**config.mk**
```make
export PLATFORM = sky130hd
export DESIGN_NAME = alu_arbiter
export DESIGN_NICKNAME = d
export VERILOG_FILES = /design/src/rtl/alu_arbiter.sv
export SDC_FILE = /design/constraint.sdc
export NUM_CORES = 1
export LEC_CHECK = 0
export BUFFER_PORTS_ARGS = -buffer_cell sky130_fd_sc_hd__clkbuf_2
export CAP_MARGIN = 15
export CORE_MARGIN = 2
export CORE_UTILIZATION = 49
export DETAILED_ROUTE_END_ITERATION = 7
export PLACE_DENSITY = 0.83
export SLEW_MARGIN = 20
export SYNTH_ARGS = -nofsm -noshare
export SYNTH_HDL_FRONTEND = slang
export SYNTH_SLANG_ARGS = --single-unit
```
**constraint.sdc**
```tcl
create_clock -name clk -period 3.28 [get_ports clk]
set_input_delay 0.164 -clock clk [delete_from_list [all_inputs] [get_ports clk]]
set_output_delay 0.164 -clock clk [all_outputs]
set_load 0.005 [all_outputs]
```
**src/rtl/alu_arbiter.sv**
```systemverilog
// alu_arbiter: round-robin sharing of one combinational ALU between two
// requesters. One operation is in flight at a time: the operands are
// registered onto the ALU in IDLE, the ALU result and flags are captured at
// the end of EXEC, and the response is held in RESP until the owner takes it.
module alu_arbiter #(
  parameter int W   = 12,
  parameter int OPW = 3
) (
  input  logic           clk,
  input  logic           rst,

  input  logic           req0_valid,
  output logic           req0_ready,
  input  logic [W-1:0]   req0_a,
  input  logic [W-1:0]   req0_b,
  input  logic [OPW-1:0] req0_op,

  input  logic           req1_valid,
  output logic           req1_ready,
  input  logic [W-1:0]   req1_a,
  input  logic [W-1:0]   req1_b,
  input  logic [OPW-1:0] req1_op,

  output logic           rsp0_valid,
  input  logic           rsp0_ready,
  output logic [W-1:0]   rsp0_z,
  output logic [2:0]     rsp0_flags,

  output logic           rsp1_valid,
  input  logic           rsp1_ready,
  output logic [W-1:0]   rsp1_z,
  output logic [2:0]     rsp1_flags,

  output logic [W-1:0]   alu_a,
  output logic [W-1:0]   alu_b,
  output logic [OPW-1:0] alu_op,
  input  logic [W-1:0]   alu_z,
  input  logic           alu_carry,
  input  logic           alu_sign,
  input  logic           alu_ov,

  output logic           busy
);

  typedef enum logic [1:0] {
    ST_IDLE = 2'd0,
    ST_EXEC = 2'd1,
    ST_RESP = 2'd2
  } state_t;

  // Registered state and its next-state values.
  state_t         state_q,      state_d;
  logic           owner_q,      owner_d;      // 0: req0, 1: req1
  logic           last_q,       last_d;       // requester served last
  logic [W-1:0]   alu_a_q,      alu_a_d;
  logic [W-1:0]   alu_b_q,      alu_b_d;
  logic [OPW-1:0] alu_op_q,     alu_op_d;
  logic [W-1:0]   rsp_z_q,      rsp_z_d;
  logic [2:0]     rsp_flags_q,  rsp_flags_d;
  logic           rsp0_valid_q, rsp0_valid_d;
  logic           rsp1_valid_q, rsp1_valid_d;
  logic           busy_q,       busy_d;

  // Grant decisions (only meaningful in IDLE).
  logic           gnt0;
  logic           gnt1;
  logic           rsp_done;

  // Round-robin grant: a lone requester wins, a tie goes to the one not served last.
  always_comb begin
    gnt0 = 1'b0;
    gnt1 = 1'b0;
    if (state_q == ST_IDLE) begin
      if (req0_valid && req1_valid) begin
        gnt0 = last_q;
        gnt1 = ~last_q;
      end else begin
        gnt0 = req0_valid;
        gnt1 = req1_valid;
      end
    end else begin
      gnt0 = 1'b0;
      gnt1 = 1'b0;
    end
  end

  // Response completion: the owner's ready while its response is presented.
  always_comb begin
    rsp_done = 1'b0;
    if (state_q == ST_RESP) begin
      if (owner_q) begin
        rsp_done = rsp1_ready;
      end else begin
        rsp_done = rsp0_ready;
      end
    end else begin
      rsp_done = 1'b0;
    end
  end

  // Next-state logic for the IDLE -> EXEC -> RESP sequence and its datapath.
  always_comb begin
    state_d      = state_q;
    owner_d      = owner_q;
    last_d       = last_q;
    alu_a_d      = alu_a_q;
    alu_b_d      = alu_b_q;
    alu_op_d     = alu_op_q;
    rsp_z_d      = rsp_z_q;
    rsp_flags_d  = rsp_flags_q;
    rsp0_valid_d = rsp0_valid_q;
    rsp1_valid_d = rsp1_valid_q;

    case (state_q)
      ST_IDLE: begin
        if (gnt0) begin
          alu_a_d  = req0_a;
          alu_b_d  = req0_b;
          alu_op_d = req0_op;
          owner_d  = 1'b0;
          state_d  = ST_EXEC;
        end else if (gnt1) begin
          alu_a_d  = req1_a;
          alu_b_d  = req1_b;
          alu_op_d = req1_op;
          owner_d  = 1'b1;
          state_d  = ST_EXEC;
        end else begin
          state_d  = ST_IDLE;
        end
      end

      ST_EXEC: begin
        // The ALU has had a full cycle to settle on the registered operands.
        rsp_z_d      = alu_z;
        rsp_flags_d  = {alu_carry, alu_sign, alu_ov};
        rsp0_valid_d = ~owner_q;
        rsp1_valid_d = owner_q;
        state_d      = ST_RESP;
      end

      ST_RESP: begin
        if (rsp_done) begin
          rsp0_valid_d = 1'b0;
          rsp1_valid_d = 1'b0;
          last_d       = owner_q;
          state_d      = ST_IDLE;
        end else begin
          state_d      = ST_RESP;
        end
      end

      default: begin
        rsp0_valid_d = 1'b0;
        rsp1_valid_d = 1'b0;
        state_d      = ST_IDLE;
      end
    endcase

    busy_d = (state_d != ST_IDLE);
  end

  // State, operand and response registers with asynchronous reset.
  always_ff @(posedge clk or posedge rst) begin
    if (rst) begin
      state_q      <= ST_IDLE;
      owner_q      <= 1'b0;
      last_q       <= 1'b1;
      alu_a_q      <= {W{1'b0}};
      alu_b_q      <= {W{1'b0}};
      alu_op_q     <= {OPW{1'b0}};
      rsp_z_q      <= {W{1'b0}};
      rsp_flags_q  <= 3'b000;
      rsp0_valid_q <= 1'b0;
      rsp1_valid_q <= 1'b0;
      busy_q       <= 1'b0;
    end else begin
      state_q      <= state_d;
      owner_q      <= owner_d;
      last_q       <= last_d;
      alu_a_q      <= alu_a_d;
      alu_b_q      <= alu_b_d;
      alu_op_q     <= alu_op_d;
      rsp_z_q      <= rsp_z_d;
      rsp_flags_q  <= rsp_flags_d;
      rsp0_valid_q <= rsp0_valid_d;
      rsp1_valid_q <= rsp1_valid_d;
      busy_q       <= busy_d;
    end
  end

  // Output mapping; both response channels share the captured result.
  assign req0_ready = gnt0;
  assign req1_ready = gnt1;
  assign alu_a      = alu_a_q;
  assign alu_b      = alu_b_q;
  assign alu_op     = alu_op_q;
  assign rsp0_valid = rsp0_valid_q;
  assign rsp1_valid = rsp1_valid_q;
  assign rsp0_z     = rsp_z_q;
  assign rsp1_z     = rsp_z_q;
  assign rsp0_flags = rsp_flags_q;
  assign rsp1_flags = rsp_flags_q;
  assign busy       = busy_q;

endmodule

```
# After elaboration in Yosys (flattened, before gate mapping)
# Cells that the tools add are included.
# totals
register_bits	49
in_bits	75
output_inout_bits	62
# classes
eq_ne	3
n_mux	21
n_bitwise	3
n_reduce_logical	7
# ops
op	count
two-way mux 12 bit	4
two-way mux 1 bit	11
two-way mux 3 bit	2
case mux 1 bit (3 select lines)	2
case mux 2 bit (3 select lines)	1
AND reduction 2 bit	3
nonzero test 2 bit	2
inverter 1 bit	3
equality test 2 x 1 -> 1 bit (second input constant)	1
equality test 2 bit (second input constant)	1
logical NOT 2 bit	1
two-way mux 2 bit	1
!= test 2 bit (second input constant)	1
logical AND 1 bit	1

# Logic depth before layout (Yosys ltp)
# depth
word_depth	7
depth_mapped	7

# Worst setup path after synthesis
# OpenSTA, ideal clock, no wires.
# synth_timing
path_type	reg-to-reg
start	register last_q
end	register alu_a_q[4], in the netlist alu_a[4]
arrival_time_ps	1378
required_time_ps	3154
path_slack_ps	1776
stages_incl_launch_ff	7
synth_period_minus_slack_ps	1504
path_cell_list	dfstp_2 nand2b_2 buf_6 nand3_2 buf_6 buf_6 a221o_1
# synth_between
elab_chain_len	5
elab_cells_between_ends	8
classes_between	mux: 5; bitwise: 1; reduce/logical: 2
# synth_rtl
element	line	source
from (decl)	54	logic last_q, last_d;
from (signal assigned)	180	last_q <= last_d;
inverter 1 bit	76	gnt1 = ~last_q;
two-way mux 1 bit	74	if (req0_valid && req1_valid) begin
two-way mux 1 bit	73	if (state_q == ST_IDLE) begin
nonzero test 2 bit (no source line)	--	
AND reduction 2 bit (no source line)	--	
to (signal assigned)	169	alu_a_q <= {W{1'b0}};
to (signal assigned)	181	alu_a_q <= alu_a_d;
to (decl)	55	logic [W-1:0] alu_a_q, alu_a_d;
# Several ways; a longest one is shown, not always the timed one.
# A chain may end at the register's enable or synchronous reset.

# Worst setup path in the final report
# layout_timing
start	register state_q[1]
end	output req0_ready
# layout_between
elab_chain_len	2
# layout_rtl
element	line	source
from (decl)	52	state_t state_q, state_d;
from (signal assigned)	178	state_q <= state_d;
logical NOT 2 bit	73	
two-way mux 1 bit	73	
to (decl)	13	output logic req0_ready,
# Every way passes these cells.

==> results_dict.tcl <==
set metrics [dict create \
    fp.dieH_um 76.7 \
    grt_pass1_wl_um 10100 \
    ios 137 \
    finalCritPeriodShare_pct 75.2 \
    drt-initial-drc-count 143 \
    synth_fa_ha_area_share_pct 0 \
    finClkSkew_ns 0.00889 \
    fin_cells 388 \
    vdd.ir_drop.worst_v 0.000614 \
    row_count 26 \
    drive_gt1_share_pct 58.2 \
    finalPower_mw 2.81 \
    cp_data_arrival_time_ns 2.30 \
    hpwl_um 4200 \
    synth.distinct_cells 34 \
    fill_cells 455 \
    ctsResizeCount 0 \
    synth_top_family_by_area "simple AND/OR/NAND/NOR gates" \
    dr.pass1.iters 4 \
    synth_compound_area_share_pct 13.9 \
    clk_pin_slew_ns 0.09 \
    synth_seq_cells 49 \
    finalCriticalPeriod_ns 2.47 \
    hold_violations 24 \
    die_area_sq_mm 0.00588 \
    cts_tree "built" \
    final_max_slew_viol_count 0 \
    rsz0062_at_grt "no" \
    cp-end-kind "output pin" \
    antennaDiodeCount 0 \
    place_inst 380 \
    wl_per_cell_um 15.6 \
    crit_start "state_q[1]$_DFF_PP0_" \
    rr_startpoint "state_q[1]$_DFF_PP0_" \
    ant_nets 0 \
    wl_um 6070 \
    most-common-layout-cells "clkbuf_2 (136), dfrtp_1 (48), nor3b_1 (27), a221o_1 (27), and4_2 (17)" \
    track_usage_pct 21.1 \
    finalSetupTns_ns 0 \
    power.density_mw_per_mm2 883 \
    synth_cells 210 \
    slowest_stage "nand3_2" \
    cts_setup_buffers 0 \
    die_w_um 76.7 \
    gp_congestion 0.718 \
    portBuffers 136 \
    maxCapViolations 0 \
    fin_nets 392 \
    cp-start-kind "register" \
    clockBufferDepth 2 \
    via_count 2131 \
    numClockSinks 49 \
    core_area_sq_mm 0.00511 \
    hold_buffers 0 \
    grt_pass1_vias 2087 \
    p_leak_nw 1.56 \
    failed_checks "hold timing" \
    synthMuxAreaShare_pct 6.52 \
    grt_overflow 0 \
    crit_type "reg2out" \
    max_stage_delay_ns 0.65 \
    start_util_pct 50.7 \
    avgSynthCellArea_sq_um 12.3 \
    setup_viol 0 \
    syn_to_final_growth_pct 22.8 \
    synth_nets 285 \
    syn_area_sq_mm 0.00259 \
    avgViaCountPerCell 5.49 \
    synth_xor_area_share_pct 0 \
    yosys.area_share.simple_pct 21.1 \
    ys.flop_type "dfrtp_1" \
    min_path_type "in2async" \
    critPathTopFamily "simple AND/OR/NAND/NOR gates" \
    path_max_fanout 30 \
    grt_max_degree 50 \
    cts_max_level 2 \
    crit_required_ns 3.12 \
    cts-root-buf "clkbuf_8" \
    ys_seq_area_share_pct 47.4 \
    tightest_slew_ns 1.01 \
    worstPathCellList "nor2_4 > nand3_2 > inv_1 > clkbuf_2" \
    fmax_mhz 405 \
    max-slew-margin-rel_pct 33.0 \
    status "finished with violations" \
    ys_warn_count 0 \
    worst-path-buf-inv 2 \
    layout_commonest_cell "clkbuf_2" \
    whs_ns -0.0141 \
    synth-async-reset-ratio_pct 100 \
    fin_util_pct 62.2 \
    post-route-drc-count 0 \
    cts_made_buffers 5 \
    clk-insertion-delay-late_ns 0.30 \
    grt_antenna_before_repair 0 \
    synth_edf_count 0 \
]
## worst paths after layout
path                       cells past startpoint                      to  slack (ns)
max                                            4              req0_ready        0.81
min reg2reg                                    1  rsp0_valid$_DFFE_PP0P_        0.52
min in group clk                               2   rsp0_z[3]$_DFFE_PP0N_        0.09
max reg2reg                                    3    alu_b[1]$_DFFE_PP0P_        0.94
min                                            2    alu_a[2]$_DFFE_PP0P_       -0.01
max in group asynchronous                      2    state_q[0]$_DFF_PP0_        2.80
## synth_stat cells, types with 2 or more instances
master | count | area [sq um]
mux2_2 | 15 | 169
clkbuf_1 | 6 | 22.5
buf_4 | 16 | 120
nor2_1 | 2 | 7.51
inv_1 | 4 | 15.0
a221o_1 | 27 | 270
o2bb2ai_1 | 2 | 17.5
buf_2 | 5 | 25.0
and4_2 | 17 | 170
nand2_1 | 2 | 7.51
and4_1 | 10 | 87.6
buf_6 | 9 | 101
nor3b_1 | 27 | 203
dfrtp_1 | 48 | 1200
## where the power goes
group	internal [mW]	total [mW]	leakage (nW)	switching, mW
Clock	0.147	0.343	0.0439	0.195
Combinational	0.696	1.32	0.939	0.627
Sequential	0.919	1.14	0.582	0.224
## metrics by stage
step                      cell area, sq um  setup WS, ns
after floorplan                       2590          1.78
after global placement                3090          1.09
after detailed placement              3090          1.00
after CTS                             3180         0.856
after global routing                  3180         0.613
final                                 3180         0.814
## final cells by class
| class | instances | area [sq um] | share of cell area [%] |
|---|---|---|---|
| sequential | 49 | 1230 | 38.6 |
| clock inverter | 3 | 17.5 | 0.551 |
| inverter | 4 | 16.3 | 0.512 |
| multi-input combinational | 120 | 1070 | 33.8 |
| clock buffer | 5 | 68.8 | 2.16 |
| tap | 70 | 87.6 | 2.75 |
| timing repair buffer | 137 | 688 | 21.6 |
## kinds of logic (layout without fill, tap and decap cells)
kind of cell,after synthesis,count (layout)
and+or+nand+nor,67,67
DFF,49,49
buffers and inverters,41,149
AOI/OAI and AO/OA,38,38
muxes,15,15
## worst register-to-register path, delay by kind of cell (launching register included)
kind	cells	cell delay [ns]
flip-flops	1	0.50
AO/OA/AOI/OAI	1	0.54
AND/OR/NAND/NOR	2	1.19
## sequential cells by signal (all words and copies together), names as in the netlist
register	cells
alu_a	12
alu_b	12
rsp0_z	12
alu_op	3
rsp0_flags	3
state_q	2
busy	1
last_q	1
owner_q	1
rsp0_valid	1
rsp1_valid	1
## metal layers
layer | routed length [um] | GRT usage [%]
met1 | 2660 | 28.0
met2 | 3040 | 35.8
met3 | 342 | 4.24
met4 | 36 | 4.91
met5 | 0 | 0
(Power assumes the default switching activity.)
